[config.mk]
export PLATFORM = sky130hd
export DESIGN_NAME = spi_fnd_rx_flat
export DESIGN_NICKNAME = d
export VERILOG_FILES = /design/src/rtl/spi_fnd_pkg.sv /design/src/rtl/spi_fnd_rx_if.sv /design/src/rtl/sync_ff.sv /design/src/rtl/spi_fnd_rx.sv /design/src/flat_wrapper.sv
export SDC_FILE = /design/constraint.sdc
export NUM_CORES = 1
export LEC_CHECK = 0
export BUFFER_PORTS_ARGS = -buffer_cell sky130_fd_sc_hd__buf_2
export CAP_MARGIN = 20
export CORE_UTILIZATION = 45
export DETAILED_ROUTE_END_ITERATION = 16
export PLACE_DENSITY_LB_ADDON = 0.05
export SYNTH_ARGS = -nofsm -noshare
export SYNTH_HDL_FRONTEND = slang
export SYNTH_HIERARCHICAL = 1
export SYNTH_SLANG_ARGS = --single-unit
[constraint.sdc]
create_clock -name clk -period 2.7 [get_ports clk]
set_input_delay 0.135 -clock clk [delete_from_list [all_inputs] [get_ports clk]]
set_output_delay 0.135 -clock clk [all_outputs]
set_load 0.05 [all_outputs]
[src/rtl/spi_fnd_pkg.sv]
// Shared definitions for the SPI-to-seven-segment receiver.
//   state_t   : receiver FSM states
//   *_IDLE    : reset/idle levels of the SPI pins as seen by the synchronisers
//   cnt_w()   : bit-counter width for a given frame width
package spi_fnd_pkg;

    typedef enum logic {IDLE = 1'b0, RECV = 1'b1} state_t;

    localparam logic SCLK_IDLE = 1'b0;
    localparam logic CS_IDLE   = 1'b1;
    localparam logic MOSI_IDLE = 1'b0;

    // counter must be able to represent DW itself
    function automatic int cnt_w(input int dw);
        return $clog2(dw + 1);
    endfunction

endpackage

[src/rtl/spi_fnd_rx_if.sv]
// SPI bus between an external master and the receiver.
//   spi_sclk : serial clock, idles low (mode 0)
//   spi_cs_n : chip select, active low
//   spi_mosi : serial data, MSB first
interface spi_fnd_rx_if;
    logic spi_sclk;
    logic spi_cs_n;
    logic spi_mosi;

    modport master (output spi_sclk, output spi_cs_n, output spi_mosi);
    modport slave  (input  spi_sclk, input  spi_cs_n, input  spi_mosi);
endinterface

[src/rtl/sync_ff.sv]
// STAGES-deep flop chain bringing one asynchronous bit into the clk domain.
//   clk, rst_n : system clock, async active-low reset
//   d          : asynchronous input
//   q          : synchronised output (resets to RST_VAL)
module sync_ff #(
    parameter int   STAGES  = 2,
    parameter logic RST_VAL = 1'b0
) (
    input  logic clk,
    input  logic rst_n,
    input  logic d,
    output logic q
);
    logic [STAGES-1:0] sr;

    always_ff @(posedge clk or negedge rst_n) begin
        if (!rst_n) sr <= {STAGES{RST_VAL}};
        else        sr <= {sr[STAGES-2:0], d};
    end

    assign q = sr[STAGES-1];
endmodule

[src/rtl/spi_fnd_rx.sv]
// SPI mode-0 slave receiver. Oversamples the SPI pins on clk, shifts in
// frames of BYTES bytes MSB first and holds the last complete frame for
// the downstream seven-segment decoders (digit i = data_out[4i+3:4i]).
//   clk, rst_n : system clock, async active-low reset
//   spi        : SPI bus (slave side)
//   data_out   : last complete frame
//   data_valid : one-cycle pulse when data_out updates
//   frame_err  : one-cycle pulse when a frame is aborted by cs_n rising
//   busy       : high while receiving (state RECV)
module spi_fnd_rx
    import spi_fnd_pkg::*;
#(
    parameter int BYTES       = 2,
    parameter int SYNC_STAGES = 2
) (
    input  logic                 clk,
    input  logic                 rst_n,
    spi_fnd_rx_if.slave          spi,
    output logic [8*BYTES-1:0]   data_out,
    output logic                 data_valid,
    output logic                 frame_err,
    output logic                 busy
);
    localparam int DW = 8 * BYTES;
    localparam int CW = cnt_w(DW);

    logic sclk_s, cs_s, mosi_s;
    logic sclk_h, cs_h;

    sync_ff #(.STAGES(SYNC_STAGES), .RST_VAL(SCLK_IDLE)) u_sync_sclk (
        .clk(clk), .rst_n(rst_n), .d(spi.spi_sclk), .q(sclk_s));
    sync_ff #(.STAGES(SYNC_STAGES), .RST_VAL(CS_IDLE)) u_sync_cs (
        .clk(clk), .rst_n(rst_n), .d(spi.spi_cs_n), .q(cs_s));
    sync_ff #(.STAGES(SYNC_STAGES), .RST_VAL(MOSI_IDLE)) u_sync_mosi (
        .clk(clk), .rst_n(rst_n), .d(spi.spi_mosi), .q(mosi_s));

    always_ff @(posedge clk or negedge rst_n) begin
        if (!rst_n) begin
            sclk_h <= SCLK_IDLE;
            cs_h   <= CS_IDLE;
        end else begin
            sclk_h <= sclk_s;
            cs_h   <= cs_s;
        end
    end

    logic sclk_rise, cs_fall, cs_rise;
    assign sclk_rise = sclk_s & ~sclk_h;
    assign cs_fall   = ~cs_s & cs_h;
    assign cs_rise   = cs_s & ~cs_h;

    // The cs synchroniser resets to "deselected", so releasing reset while
    // the master holds cs_n low would look like a fresh falling edge. We only
    // arm once the flushed chain has shown cs_n high, forcing a full
    // deselect/select cycle before the first frame.
    logic [SYNC_STAGES-1:0] flush_pipe;
    logic                   armed;

    always_ff @(posedge clk or negedge rst_n) begin
        if (!rst_n) begin
            flush_pipe <= '0;
            armed      <= 1'b0;
        end else begin
            flush_pipe <= {flush_pipe[SYNC_STAGES-2:0], 1'b1};
            armed      <= armed | (flush_pipe[SYNC_STAGES-1] & cs_s);
        end
    end

    // Only DW-1 bits need storing: the last bit comes straight from mosi_s.
    state_t          state;
    logic [DW-2:0]   shift;
    logic [CW-1:0]   bit_cnt;

    always_ff @(posedge clk or negedge rst_n) begin
        if (!rst_n) begin
            state      <= IDLE;
            shift      <= '0;
            bit_cnt    <= '0;
            data_out   <= '0;
            data_valid <= 1'b0;
            frame_err  <= 1'b0;
            busy       <= 1'b0;
        end else begin
            data_valid <= 1'b0;
            frame_err  <= 1'b0;
            case (state)
                IDLE: begin
                    busy <= 1'b0;
                    if (cs_fall && armed) begin
                        shift   <= '0;
                        bit_cnt <= '0;
                        state   <= RECV;
                        busy    <= 1'b1;
                    end
                end
                RECV: begin
                    // cs_rise wins over a coincident sclk edge
                    if (cs_rise) begin
                        frame_err <= (bit_cnt != '0);
                        shift     <= '0;
                        bit_cnt   <= '0;
                        state     <= IDLE;
                        busy      <= 1'b0;
                    end else if (sclk_rise) begin
                        shift <= {shift[DW-3:0], mosi_s};
                        if (bit_cnt == CW'(DW - 1)) begin
                            data_out   <= {shift, mosi_s};
                            data_valid <= 1'b1;
                            bit_cnt    <= '0;
                        end else begin
                            bit_cnt <= bit_cnt + 1'b1;
                        end
                    end
                end
                default: begin
                    state <= IDLE;
                    busy  <= 1'b0;
                end
            endcase
        end
    end
endmodule
[src/flat_wrapper.sv]
// flat-port wrapper written by rule: the top's interface ports become plain ports
module spi_fnd_rx_flat import spi_fnd_pkg::*;
#(
    parameter int BYTES       = 2,
    parameter int SYNC_STAGES = 2
)
  (clk, rst_n, data_out, data_valid, frame_err, busy, spi_spi_sclk, spi_spi_cs_n, spi_spi_mosi);
  spi_fnd_rx_if spi_i ();
  input  logic clk;
  input  logic rst_n;
  output logic [8*BYTES-1:0] data_out;
  output logic data_valid;
  output logic frame_err;
  output logic busy;
  input wire logic [$bits(spi_i.spi_sclk)-1:0] spi_spi_sclk;
  input wire logic [$bits(spi_i.spi_cs_n)-1:0] spi_spi_cs_n;
  input wire logic [$bits(spi_i.spi_mosi)-1:0] spi_spi_mosi;
  assign spi_i.spi_sclk = spi_spi_sclk;
  assign spi_i.spi_cs_n = spi_spi_cs_n;
  assign spi_i.spi_mosi = spi_spi_mosi;
  spi_fnd_rx #(.BYTES(BYTES), .SYNC_STAGES(SYNC_STAGES)) u_core (.clk(clk), .rst_n(rst_n), .spi(spi_i), .data_out(data_out), .data_valid(data_valid), .frame_err(frame_err), .busy(busy));
endmodule
==> flow_summary.toml <==
[run_status]
outcome = "finished, final reports clean"

[synth]
synthCells = 164
avgSynthCellArea_sq_um = 12.5
yosysSeqAreaShare = 0.623
yosysTopAreaCell = "dfrtp_1"
synth_area_sq_um = 2060
synth-edff-count = 0
synthTopCellsByArea = "dfrtp_1 (58%), mux2_4 (6.6%), nand4_1 (4.6%)"
ys_ff_latch = 51
yosysWarnings = 6
synth_ff_type = "dfrtp_1"
synthDistinctLibCells = 33
synthArstFlopShare = 1.00
synth_fp_nets = 171
netlist.area_leader.share = 0.584

[clock_tree]
cts_max_level = 2
root_buffer = "clkbuf_8"
path_clk_slew_ps = 90
cts_made_buffers = 5
insertion_delay_ps = 300
cts_buffer_depth = 2
cts_resized = 0
cts_tree = "built"
cts_sinks = 51

[timing]
final-setup-viol-count = 0
hold_viol_final = 0
max_freq_mhz = 517
tns_ps = 0
finClkSkew_ps = 9.57
maxSlewHeadroom = 0.629
period_minus_slack_ps = 1930
worstMarginPinSlew_ps = 557
final_max_slew_viol_count = 0
period_share = 0.716
rsz0062_at_grt = "false"

[setup_path]
startpoint_type = "flop"
cp.required_ps = 2890
reg2reg_to = "u_core/bit_cnt[2]"
critical_path.endpoint = "u_core/bit_cnt[2]"
endpoint_kind = "flop"
critPathLaunch = "u_core/cs_h"
cp_max_fo = 18
r2r-start = "u_core/cs_h"
r2r_slack_ps = 770
path_class = "reg -> reg"
critical_path_arrival_ps = 2120
reg2regPathDepth = 5

[place]
dp_hpwl_mm = 2.04
dpl-instance-area_sq_um = 2200
dp_cells = 233
io_buffers = 23
gp_congestion = 0.746

[min_path]
hp-class = "in -> async"

[cells_and_area]
area_delta_synth_final_pct = 15.9
fin_area_sq_um = 2380
finalNonFillerCells = 246
drive_gt1_frac = 0.299
finalNetCount = 200
n_antenna_cell = 0

[routing]
drt_iter0_markers = 37
vias = 1271
drc = 0
drtPass1Iterations = 4
finalWirelength_mm = 3.26
routedWlPerCell_um = 13.2
vias_per_cell = 5.17
ant_nets = 0

[global_routing]
grt_max_degree = 52
track_usage = 0.152
grt_pass1_wl_mm = 5.72
first_global_vias = 1246
grt_antenna_before_repair = 0
grt_overflow_total = 0

[power]
power.density_nw_per_um2 = 611
ir_drop_mv = 0.369
leakagePower_nw = 1.19

[floorplanning]
core_sq_um = 4380
row_count = 24
start_util = 0.469
dieWidth_um = 69.6
die_y_um = 69.6
ios = 24
die-area_sq_um = 4840

[flow_run]
maxCapViolations = 0
worst max-delay path, cell delays in order, from the launching register on:
cell	delay [ps]
dfstp_2	560
nand2b_1	240
a21boi_4	70
buf_4	200
or2_1	430
a32o_1	330
synth_stat cells (2+ instances only):
cell type and count:
o21ai_1 10, dfrtp_1 48, nand4_1 15, nor2_1 5
a21oi_1 2, nor3_1 3, buf_6 2, nand2b_1 2
clkbuf_1 5, nand2_1 4, inv_1 19, mux2_2 8
dfstp_2 3, nand3_1 4, o21ai_0 7, mux2_4 9
ha_1 2
where the power goes:
part	internal [mW]	total [mW]	switching, mW
sequential	0.787	0.806	0.0188
combinational	0.0424	0.121	0.0789
clock	0.300	0.529	0.229
total	1.13	1.46	0.327
through the flow:
| step | utilization | total power, mW | setup slack, ps | hold slack [ps] |
|---|---|---|---|---|
| 6_report | 0.543 | 1.46 | 766 | 342 |
| 5_1_grt | 0.543 | 1.53 | 584 | 363 |
| 4_1_cts | 0.537 | 1.48 | 768 | 62.4 |
| 3_5_place_dp | 0.503 | 0.932 | 775 | 242 |
| 3_3_place_gp | 0.503 | 0.927 | 828 | 242 |
| 2_1_floorplan | - | 0.896 | 1070 | -161 |
cell families (layout without fill, tap and decap cells):
family,after synthesis,in the layout,synth area share
muxes,17,17,0.110
AOI/OAI and AO/OA,26,26,0.0803
buffers and inverters,28,58,0.0609
adders and majority gates,2,2,0.0122
other,1,1,0.00182
DFF,51,51,0.623
and+or+nand+nor,39,39,0.113
what timing repair did:
action / 4_1_cts / 5_1_grt
hold buffers: 3 / 1
buffers inserted: 0 / 0
endpoints found under the hold margin: 3 / 20
layout make-up:
class	instances	area [sq um]
Fill cell	379	2000
Clock buffer	6	82.6
Sequential cell	51	1280
Inverter	19	71.3
Clock inverter	2	35.0
Multi-Input combinational cell	85	651
Tap cell	52	65.1
Timing Repair Buffer	31	198
worst min path at each step:
stage	start	end	slack, ps	depth (start not counted)
2_1_floorplan	rst_n	u_core/armed	-160	0
3_3_place_gp	spi_spi_cs_n	u_core/u_sync_cs/sr[0]	240	1
5_1_grt	u_core/u_sync_cs/sr[0]	u_core/u_sync_cs/sr[1]	360	0
6_report	rst_n	u_core/data_out[11]	340	2
3_5_place_dp	spi_spi_cs_n	u_core/u_sync_cs/sr[0]	240	1
4_1_cts	rst_n	u_core/data_out[11]	60	1
cell usage in the layout, fill, tap and decap left out, types with 2 or more instances in the layout:
master	n
o21ai_0	7
ha_1	2
buf_4	3
mux2_2	8
inv_1	19
nand3_1	4
dfrtp_1	48
nor3_1	3
nand4_1	15
buf_2	23
nand2_1	4
a21oi_1	2
o21ai_1	10
dfstp_2	3
mux2_4	9
nand2b_1	2
nor2_1	5
clkbuf_8	6
dlygate4sd3_1	4
state kept, by name (all words and copies together), names as in the netlist, 2 cells and up:
register,cells
u_core/shift,15
u_core/bit_cnt,5
u_core/u_sync_cs/sr,2
u_core/u_sync_mosi/sr,2
u_core/flush_pipe,2
u_core/data_out,16
u_core/u_sync_sclk/sr,2
layer usage:
layer  share of wire  wire, um  vias up  track usage
li1                -         -      624            -
met1            0.48      1560      613        0.196
met2            0.46      1500       28        0.242
met3           0.044       144        6       0.0436
met4           0.016        53        0       0.0612
met5               0         0        -            0
No activity file was read; power rests on OpenSTA's default activity.
